File: config.mk
export PLATFORM = sky130hd
export DESIGN_NAME = usb3_lfps_sched
export DESIGN_NICKNAME = d
export VERILOG_FILES = /design/src/rtl/usb3_lfps_sched_pkg.sv /design/src/rtl/usb3_lfps_ping_timer.sv /design/src/rtl/usb3_lfps_sched.sv
export SDC_FILE = /design/constraint.sdc
export NUM_CORES = 1
export LEC_CHECK = 0
export BUFFER_PORTS_ARGS = -buffer_cell sky130_fd_sc_hd__buf_4
export CELL_PAD_IN_SITES_DETAIL_PLACEMENT = 1
export CELL_PAD_IN_SITES_GLOBAL_PLACEMENT = 2
export CORE_MARGIN = 10
export CORE_UTILIZATION = 25
export CTS_CLUSTER_DIAMETER = 30
export DETAILED_ROUTE_END_ITERATION = 10
export GPL_TIMING_DRIVEN = 0
export PLACE_DENSITY_LB_ADDON = 0.3
export SETUP_SLACK_MARGIN = 0.2
export SYNTH_ARGS = -nofsm -noshare
export SYNTH_HDL_FRONTEND = slang
export SYNTH_SLANG_ARGS = --single-unit
File: constraint.sdc
create_clock -name slow_clk -period 2.4 [get_ports slow_clk]
set_input_delay 0.72 -clock slow_clk [delete_from_list [all_inputs] [get_ports slow_clk]]
set_output_delay 0.72 -clock slow_clk [all_outputs]
set_load 0.005 [all_outputs]
File: src/rtl/usb3_lfps_sched_pkg.sv
// Shared USB3 link constants (LTSSM state codes) plus the LFPS scheduler's
// type indices, FSM encoding and small helpers.
package usb3_lfps_sched_pkg;

    localparam logic [4:0] LT_SS_DISABLED     = 5'd0;
    localparam logic [4:0] LT_SS_INACTIVE     = 5'd1;
    localparam logic [4:0] LT_RX_DETECT_RESET = 5'd2;
    localparam logic [4:0] LT_RX_DETECT       = 5'd3;
    localparam logic [4:0] LT_POLLING         = 5'd4;
    localparam logic [4:0] LT_U0              = 5'd5;
    localparam logic [4:0] LT_U1              = 5'd6;
    localparam logic [4:0] LT_U2              = 5'd7;
    localparam logic [4:0] LT_U3              = 5'd8;
    localparam logic [4:0] LT_RECOVERY        = 5'd9;
    localparam logic [4:0] LT_LOOPBACK        = 5'd10;
    localparam logic [4:0] LT_COMPLIANCE      = 5'd11;
    localparam logic [4:0] LT_HOT_RESET       = 5'd12;
    localparam logic [4:0] LT_RESET           = 5'd13;

    localparam int NUM_TYPES = 4;
    localparam int TYPE_PING = 0;
    localparam int TYPE_U1   = 1;
    localparam int TYPE_U2LB = 2;
    localparam int TYPE_U3   = 3;

    typedef enum logic [1:0] {
        LFPSQ_IDLE = 2'd0,
        LFPSQ_WAIT = 2'd1,
        LFPSQ_GAP  = 2'd2
    } lfpsq_state_e;

    function automatic logic is_flush_state(input logic [4:0] s);
        return (s == LT_RESET) || (s == LT_SS_DISABLED) || (s == LT_RX_DETECT_RESET);
    endfunction

    // Fixed priority u3 > u2lb > u1 > ping.
    function automatic logic [1:0] pick_type(input logic [3:0] p);
        logic [1:0] t;
        t = 2'd0;
        if (p[TYPE_U3])        t = 2'(TYPE_U3);
        else if (p[TYPE_U2LB]) t = 2'(TYPE_U2LB);
        else if (p[TYPE_U1])   t = 2'(TYPE_U1);
        return t;
    endfunction

endpackage

File: src/rtl/usb3_lfps_ping_timer.sv
// Periodic Ping.LFPS timer: counts slow_clk cycles while the link sits in U1
// and pulses tick once every PING_PERIOD cycles; held at zero outside U1.
module usb3_lfps_ping_timer #(
    parameter int PING_PERIOD = 12500000
) (
    input  logic slow_clk,
    input  logic reset_n,
    input  logic in_u1,
    output logic tick
);
    localparam int CW = (PING_PERIOD > 1) ? $clog2(PING_PERIOD) : 1;
    localparam logic [CW-1:0] LAST = CW'(PING_PERIOD - 1);

    logic [CW-1:0] cnt_q, cnt_d;

    always_comb begin
        cnt_d = '0;
        tick  = 1'b0;
        if (in_u1) begin
            if (cnt_q == LAST) tick  = 1'b1;
            else               cnt_d = cnt_q + 1'b1;
        end
    end

    always_ff @(posedge slow_clk) begin
        if (!reset_n) cnt_q <= '0;
        else          cnt_q <= cnt_d;
    end

endmodule

File: src/rtl/usb3_lfps_sched.sv
// LFPS request scheduler: collects link-layer and periodic Ping requests,
// issues one burst at a time to the LTSSM, with ack timeout, retry and flush.
module usb3_lfps_sched
    import usb3_lfps_sched_pkg::*;
#(
    parameter int PING_PERIOD = 12500000,
    parameter int ACK_TIMEOUT = 1000000,
    parameter int MAX_RETRY   = 3,
    parameter int GAP_CYC     = 16
) (
    input  logic       slow_clk,
    input  logic       reset_n,
    input  logic [4:0] ltssm_state,
    input  logic       req_ping,
    input  logic       req_u1,
    input  logic       req_u2lb,
    input  logic       req_u3,
    input  logic       lfps_send_ack,
    output logic       lfps_send_ping,
    output logic       lfps_send_u1,
    output logic       lfps_send_u2lb,
    output logic       lfps_send_u3,
    output logic       busy,
    output logic [3:0] done,
    output logic [3:0] fail
);
    localparam int AW = (ACK_TIMEOUT > 1) ? $clog2(ACK_TIMEOUT) : 1;
    localparam int RW = (MAX_RETRY > 0) ? $clog2(MAX_RETRY + 1) : 1;
    localparam int GW = (GAP_CYC > 1) ? $clog2(GAP_CYC) : 1;
    localparam logic [AW-1:0] ACK_LAST  = AW'(ACK_TIMEOUT - 1);
    localparam logic [RW-1:0] RETRY_MAX = RW'(MAX_RETRY);
    localparam logic [GW-1:0] GAP_LAST  = GW'(GAP_CYC - 1);

    lfpsq_state_e  state_q, state_d;
    logic [3:0]    pending_q, pending_d;
    logic [3:0]    issue_q, issue_d;
    logic [3:0]    done_q, done_d;
    logic [3:0]    fail_q, fail_d;
    logic [1:0]    sel_q, sel_d;
    logic [AW-1:0] ack_tmr_q, ack_tmr_d;
    logic [RW-1:0] retry_q, retry_d;
    logic [GW-1:0] gap_q, gap_d;
    logic          busy_q, busy_d;

    logic       flush;
    logic       ping_tick;
    logic [3:0] req_vec;

    assign flush   = is_flush_state(ltssm_state);
    assign req_vec = {req_u3, req_u2lb, req_u1, req_ping};

    usb3_lfps_ping_timer #(
        .PING_PERIOD(PING_PERIOD)
    ) u_ping_timer (
        .slow_clk(slow_clk),
        .reset_n (reset_n),
        .in_u1   (ltssm_state == LT_U1),
        .tick    (ping_tick)
    );

    always_comb begin
        state_d   = state_q;
        pending_d = pending_q;
        issue_d   = issue_q;
        sel_d     = sel_q;
        ack_tmr_d = ack_tmr_q;
        retry_d   = retry_q;
        gap_d     = gap_q;
        done_d    = '0;
        fail_d    = '0;

        case (state_q)
            LFPSQ_IDLE: begin
                if (|pending_q) begin
                    sel_d            = pick_type(pending_q);
                    pending_d[sel_d] = 1'b0;
                    issue_d          = 4'b0001 << sel_d;
                    ack_tmr_d        = '0;
                    state_d          = LFPSQ_WAIT;
                end
            end
            LFPSQ_WAIT: begin
                // An ack landing in the timeout cycle still counts as success.
                if (lfps_send_ack) begin
                    issue_d        = '0;
                    done_d[sel_q]  = 1'b1;
                    retry_d        = '0;
                    gap_d          = '0;
                    state_d        = LFPSQ_GAP;
                end else if (ack_tmr_q == ACK_LAST) begin
                    issue_d = '0;
                    gap_d   = '0;
                    state_d = LFPSQ_GAP;
                    if (retry_q < RETRY_MAX) begin
                        retry_d          = retry_q + 1'b1;
                        pending_d[sel_q] = 1'b1;
                    end else begin
                        fail_d[sel_q] = 1'b1;
                        retry_d       = '0;
                    end
                end else begin
                    ack_tmr_d = ack_tmr_q + 1'b1;
                end
            end
            LFPSQ_GAP: begin
                if (gap_q == GAP_LAST) state_d = LFPSQ_IDLE;
                else                   gap_d   = gap_q + 1'b1;
            end
            default: state_d = LFPSQ_IDLE;
        endcase

        // New requests are OR-ed last so they survive a same-cycle clear.
        pending_d = pending_d | req_vec | {3'b000, ping_tick};

        if (flush) begin
            state_d   = LFPSQ_IDLE;
            pending_d = '0;
            issue_d   = '0;
            ack_tmr_d = '0;
            retry_d   = '0;
            gap_d     = '0;
            done_d    = '0;
            fail_d    = '0;
        end

        busy_d = (state_d != LFPSQ_IDLE);
    end

    always_ff @(posedge slow_clk) begin
        if (!reset_n) begin
            state_q   <= LFPSQ_IDLE;
            pending_q <= '0;
            issue_q   <= '0;
            sel_q     <= '0;
            ack_tmr_q <= '0;
            retry_q   <= '0;
            gap_q     <= '0;
            done_q    <= '0;
            fail_q    <= '0;
            busy_q    <= 1'b0;
        end else begin
            state_q   <= state_d;
            pending_q <= pending_d;
            issue_q   <= issue_d;
            sel_q     <= sel_d;
            ack_tmr_q <= ack_tmr_d;
            retry_q   <= retry_d;
            gap_q     <= gap_d;
            done_q    <= done_d;
            fail_q    <= fail_d;
            busy_q    <= busy_d;
        end
    end

    // The LTSSM send FSM is already idle in the ack cycle; masking here stops
    // it from seeing a still-high request and starting a duplicate burst.
    assign lfps_send_ping = issue_q[TYPE_PING] & ~lfps_send_ack;
    assign lfps_send_u1   = issue_q[TYPE_U1]   & ~lfps_send_ack;
    assign lfps_send_u2lb = issue_q[TYPE_U2LB] & ~lfps_send_ack;
    assign lfps_send_u3   = issue_q[TYPE_U3]   & ~lfps_send_ack;
    assign busy           = busy_q;
    assign done           = done_q;
    assign fail           = fail_q;

endmodule

# Word level (Yosys, flattened, before mapping)
# Index checks and enable logic that the tools add are counted.
dict set report totals {
  regBits 71
  input_bits 12
  out_inout_bits 13
}
dict set report classes {
  addsub 4
  magnitude_cmp 5
  n_eq_ne 13
  shifts 1
  mux 35
  bitwise_logic 14
  n_reduce_logical 20
}
# operator count
set ops {}
lappend ops {{20-bit two-way mux} 3}
lappend ops {{20-bit case mux with 2 select lines} 1}
lappend ops {{4-bit two-way mux} 8}
lappend ops {{24-bit by 1-bit adder with 24-bit output (second input constant)} 1}
lappend ops {{24-bit equality test (second input constant)} 1}
lappend ops {{2-bit two-way mux} 12}
lappend ops {{4-bit case mux with 2 select lines} 3}
lappend ops {{20-bit by 1-bit adder with 20-bit output (second input constant)} 1}
lappend ops {{20-bit equality test (second input constant)} 1}
lappend ops {{2-bit != test (second input constant)} 4}
lappend ops {{4-bit OR} 2}
lappend ops {{2-bit nonzero test} 4}
lappend ops {{4-bit OR reduction} 2}
lappend ops {{2-bit by 3-bit less-than comparator with 1-bit output (second input constant)} 2}
lappend ops {{2-bit case mux with 3 select lines} 1}
lappend ops {{3-bit AND reduction} 2}
lappend ops {{6-bit OR reduction} 1}
lappend ops {{5-bit by 2-bit equality test with 1-bit output (second input constant)} 1}
lappend ops {{5-bit by 3-bit equality test with 1-bit output (second input constant)} 1}
lappend ops {{5-bit by 4-bit equality test with 1-bit output (second input constant)} 1}
lappend ops {{5-bit zero test} 1}
lappend ops {{1-bit two-way mux} 5}
lappend ops {{1-bit inverter} 5}
lappend ops {{4-bit by 1-bit adder with 4-bit output (second input constant)} 1}
lappend ops {{other kinds (20)} 28}

# Longest topological paths before layout
dict set report logic_depth {
  ltp_word 15
  mapped_depth 9
  ltp_nobuf 6
}

# By module
# From an unflattened synthesis, not the netlist that was laid out.
dict set report hier_totals {
  cells_unflattened 388
  hier_area_um2 3344.5
}
# mod instances cells_each area_each_um2
set by_module_without_submodules {}
lappend by_module_without_submodules {usb3_lfps_sched 1 261 2239.6}
lappend by_module_without_submodules {usb3_lfps_ping_timer 1 127 1104.8}

# Worst setup path before layout
# Ideal clock, no wire load.
dict set report synth_timing {
  path_type {input to register}
  startpoint {in ltssm_state[0]}
  endpoint {reg pending_q[0]}
  setup_time_ns 0.124
  t_arrival_ns 1.956
  required_time_ns 2.276
  slack_ns 0.320
  stages 6
  path_cell_list {or3_1 -> a21oi_1 -> nand2b_1 -> clkbuf_1 -> a2bb2oi_1 -> o31ai_1}
}
dict set report synth_between {
  elab_chain_cells 4
  elab_cells_between_ends 9
  classes_between {3 x eq/ne; 1 x mux; 1 x bitwise; 4 x reduce/logical}
}
# element line_no
set synth_lines {}
lappend synth_lines {{start, declared} usb3_lfps_sched.sv:13} ;# input logic [4:0] ltssm_state,
lappend synth_lines {{5-bit by 4-bit equality test with 1-bit output / 5-bit zero test (equally long branches)} usb3_lfps_sched_pkg.sv:33} ;# return (s == LT_RESET) || (s == LT_SS_DISABLED) || (s == LT_RX_DETECT_RESET);
lappend synth_lines {{1-bit logical OR (2 in a row)} usb3_lfps_sched_pkg.sv:33}
lappend synth_lines {{2-bit OR reduction (no line)} -}
lappend synth_lines {{end signal, assigned} usb3_lfps_sched.sv:143} ;# pending_q <= pending_d;
lappend synth_lines {{end, declared} usb3_lfps_sched.sv:35} ;# logic [3:0] pending_q, pending_d;
# Parallel ways exist; a longest one is shown, timed or not.
# A chain may end at the register's enable or synchronous reset.

# Final worst setup path
dict set report layout_timing {
  startpoint {in ltssm_state[0]}
  endpoint {reg ack_tmr_q[10]}
}
dict set report layout_between {
  elab_chain_cells 4
  elab_cells_between_ends 6
  classes_between {2 x eq/ne; 4 x reduce/logical}
}
# element line_no
set layout_lines {}
lappend layout_lines {{5-bit by 4-bit equality test with 1-bit output / 5-bit zero test (equally long branches)} usb3_lfps_sched_pkg.sv:33}
lappend layout_lines {{1-bit logical OR} usb3_lfps_sched_pkg.sv:33}
lappend layout_lines {{1-bit logical OR *} usb3_lfps_sched_pkg.sv:33}
lappend layout_lines {{2-bit OR reduction (no line) *} -}
lappend layout_lines {{end signal, assigned} usb3_lfps_sched.sv:146} ;# ack_tmr_q <= ack_tmr_d;
lappend layout_lines {{end, declared} usb3_lfps_sched.sv:40} ;# logic [AW-1:0] ack_tmr_q, ack_tmr_d;
# Every way passes the cells marked *; elsewhere a longest branch is shown, timed or not.

==> metrics.csv <==
stage,metric,value,unit
finish,layout.nets,434,
logic_synthesis,avgSynthCellArea,8.44,um2
critical_path,startpoint,ltssm_state[0],
finish,diodes,0,
clock_network,clk_path_buf_depth,2,
power_and_ir_drop,internal-power,2.25,mW
outcome,status,finished clean,
logic_synthesis,yosys-top-cells-area,"dfxtp_1 (44%), nor2_1 (6.3%), xnor2_1 (5.7%)",
sta,finalCritPeriodShare,84.6,%
worst_hold_path,min-delay-start,issue_q[2],
finish,area.growth.synth_to_final,23.8,%
drt,antenna_left,0,
power_and_ir_drop,power.density,732,nW/um2
sta,setup_viol,0,
sta,fin_worst_skew,5.95,ps
floorplan,pin_count,25,
drt,drtPass1Iterations,4,
sta,drv_slew,0,
floorplan,start_util,25.6,%
critical_path,slowest_stage,or3_1,
job,timing.max_cap.violations,0,
logic_synthesis,synth_cell_types,45,
critical_path,crit_path_start_kind,input pin,
grt,grtUsageTotal,10.4,%
critical_path,crit_path_max_incr_delay,380,ps
logic_synthesis,synth_top_area_share,44.0,%
placement,place_inst,579,
logic_synthesis,synth_area,3230,um2
logic_synthesis,ys_ff_latch,71,
placement,gp_congestion,0.759,
power_and_ir_drop,netSwitchingFraction,23.3,%
finish,fillCellCount,1536,
drt,routedWlPerCell,14.6,um
grt,antenna_found_initial,0,
critical_path,cp_top_family,buffers and inverters,
drt,dr.first_iter.drc_count,143,
floorplan,chipWidth,134,um
logic_synthesis,synth-edff-count,0,
floorplan,fp-row-count,41,
grt,grt_remaining_overflow,0,
placement,dp_hpwl,6.45,mm
grt,grt_pass1_vias,3010,
critical_path,cp_max_fo,10,
logic_synthesis,yosysTopAreaCell,dfxtp_1,
critical_path,cp_num_buf_inv,3,
sta,relSlewSlack,51.3,%
clock_network,postCtsSetupRepairBufs,0,
finish,drive_above_1_share,13.9,%
finish,fin_cells,595,
sta,clock.fmax,492,MHz
critical_path,end_kind,flop,
sta,rsz0062_at_grt,no,
logic_synthesis,yosysMostFrequentCell,dfxtp_1,
drt,route.detailed.drc,0,
power_and_ir_drop,ir_drop,0.301,mV
clock_network,cts_sinks,71,
placement,portBuffers,24,
clock_network,cts_hold_buf,0,
power_and_ir_drop,p_clk_share,50.2,%
worst_hold_path,hold_class,flop to flop,
power_and_ir_drop,seq_power_share,42.3,%
power_and_ir_drop,p_leak,1.28,nW
logic_synthesis,ys_warn_count,0,
logic_synthesis,ys_seq_area_share,44.0,%
logic_synthesis,synth_common_cells,"dfxtp_1 (71), nor2_1 (54), nand2_1 (27), nand3_1 (27), xnor2_1 (21)",
grt,grt_pass1_wl,15.2,mm
drt,via_count,2833,
critical_path,worstSetupPathType,input pin to flop,
clock_network,cts_tree,yes,
sta,period_minus_slack,2030,ps
grt,grt_start_max_net_pins,13,
clock_network,htreeDepth,3,
floorplan,die_area,17900,um2
critical_path,worstPathArrival,2250,ps
floorplan,coreArea,12600,um2
logic_synthesis,postSynth.asyncResetShare,0,%
floorplan,fp.dieH,134,um
critical_path,crit_required,2620,ps
sta,hold_viol_final,0,
sta,tightest_slew,725,ps
sta,fin_hold_ws,475,ps
drt,viasPerCell,4.76,
logic_synthesis,synth-main-ff-cell,dfxtp_1,
clock_network,root_buffer,clkbuf_16,
logic_synthesis,synthCells,383,
clock_network,clk_pin_slew,60,ps
critical_path,cpMostUsedCell,or3_1,
clock_network,insertion_delay,340,ps
power_and_ir_drop,power,2.93,mW
finish,final_core_util,31.7,%
critical_path,cp_cell_sequence,"buf_4, or3_1, a21oi_2, or3_1, buf_2, clkbuf_2, nor2_1",
clock_network,tritoncts.num_buffers,9,
critical_path,timing.rr.start,pending_q[3],
drt,wl,8.71,mm
logic_synthesis,syn_nets,399,
power_and_ir_drop,combPwrFrac,7.5,%
power_and_ir_drop,switching_power,682,uW
## timing repair
action / CTS / global route
gates resized for setup: 2 / 13
endpoints found under the setup margin: 30 / 34
endpoints found under the hold margin: 0 / 0
## metrics by stage
| step | TNS, ps | cell area [um2] | setup slack (ps) |
|---|---|---|---|
| 3_5_place_dp | -3300 | 3630 | -287 |
| 2_1_floorplan | 0 | 3230 | 320 |
| 6_report | 0 | 4000 | 369 |
| 5_1_grt | 0 | 4000 | 212 |
| 4_1_cts | 0 | 3970 | 162 |
| 3_3_place_gp | -3240 | 3630 | -269 |
## cells by family after synthesis
logic type	share of synthesized area, %
AOI/OAI and AO/OA	10.1
xor gates and xnor gates	8.94
adders and majority gates	1.55
buffers and inverters	2.67
DFF	44.0
and+or+nand+nor	32.7
## sequential cells by signal (all words and copies together) (netlist names)
signal,cells
state_q,2
busy,1
done,4
retry_q,2
gap_q,4
pending_q,4
fail,4
u_ping_timer.cnt_q,24
ack_tmr_q,20
issue_q,4
sel_q,2
## worst paths after layout
check             slack [ps]  cells after the start            end
setup reg to reg         370                      6   ack_tmr_q[6]
hold / removal           480                      2     issue_q[2]
setup / recovery         370                      7  ack_tmr_q[10]
hold reg to reg          480                      2     issue_q[2]
## layout by cell type, fill, tap and decap left out, drive strengths merged, types with 4 or more instances in the layout
| master | n |
|---|---|
| a211oi | 4 |
| a21oi | 15 |
| and4 | 6 |
| buf | 25 |
| clkbuf | 22 |
| dfxtp | 71 |
| ha | 4 |
| inv | 10 |
| nand2 | 27 |
| nand2b | 6 |
| nand3 | 28 |
| nand4 | 12 |
| nor2 | 55 |
| nor2b | 6 |
| nor3 | 9 |
| nor4 | 19 |
| o21ai | 18 |
| or3 | 8 |
| or4 | 4 |
| xnor2 | 21 |
| xor2 | 12 |
## power by group through the flow
| stage | logic [mW] | clock network, mW | registers, mW |
|---|---|---|---|
| floorplan | 0.137 | 0 | 1.25 |
| global placement | 0.217 | 0 | 1.26 |
| detailed placement | 0.220 | 0 | 1.26 |
| CTS | 0.222 | 1.52 | 1.24 |
| global route | 0.250 | 1.58 | 1.24 |
| finish | 0.221 | 1.47 | 1.24 |
## per-layer routing
layer / up-vias / part of all wire [%] / GRT usage, %
met5: - / 0 / 0
met4: 0 / 1.2 / 3.51
met3: 8 / 4.7 / 4.10
met2: 31 / 47 / 16.9
met1: 1354 / 47 / 12.4
li1: 1440 / - / -
## tightest hold or removal path: cells and delay by family (launching register included)
kind / cells / cell delay (ps)
compound gates: 1 / 60
flops: 1 / 310
simple gates: 1 / 50
## final cells by class
type / instances / area (um2) / share of cell area [%]
repair buffers: 24 / 180 / 4.50
multi-input cells: 290 / 1750 / 43.8
clock inverters: 5 / 80.1 / 2.00
well taps: 172 / 215 / 5.38
inverters: 10 / 37.5 / 0.938
clock buffers: 11 / 253 / 6.32
flip-flops and latches: 71 / 1420 / 35.5
plain buffers: 12 / 60.1 / 1.50
Power figures use the tool's default switching activity.
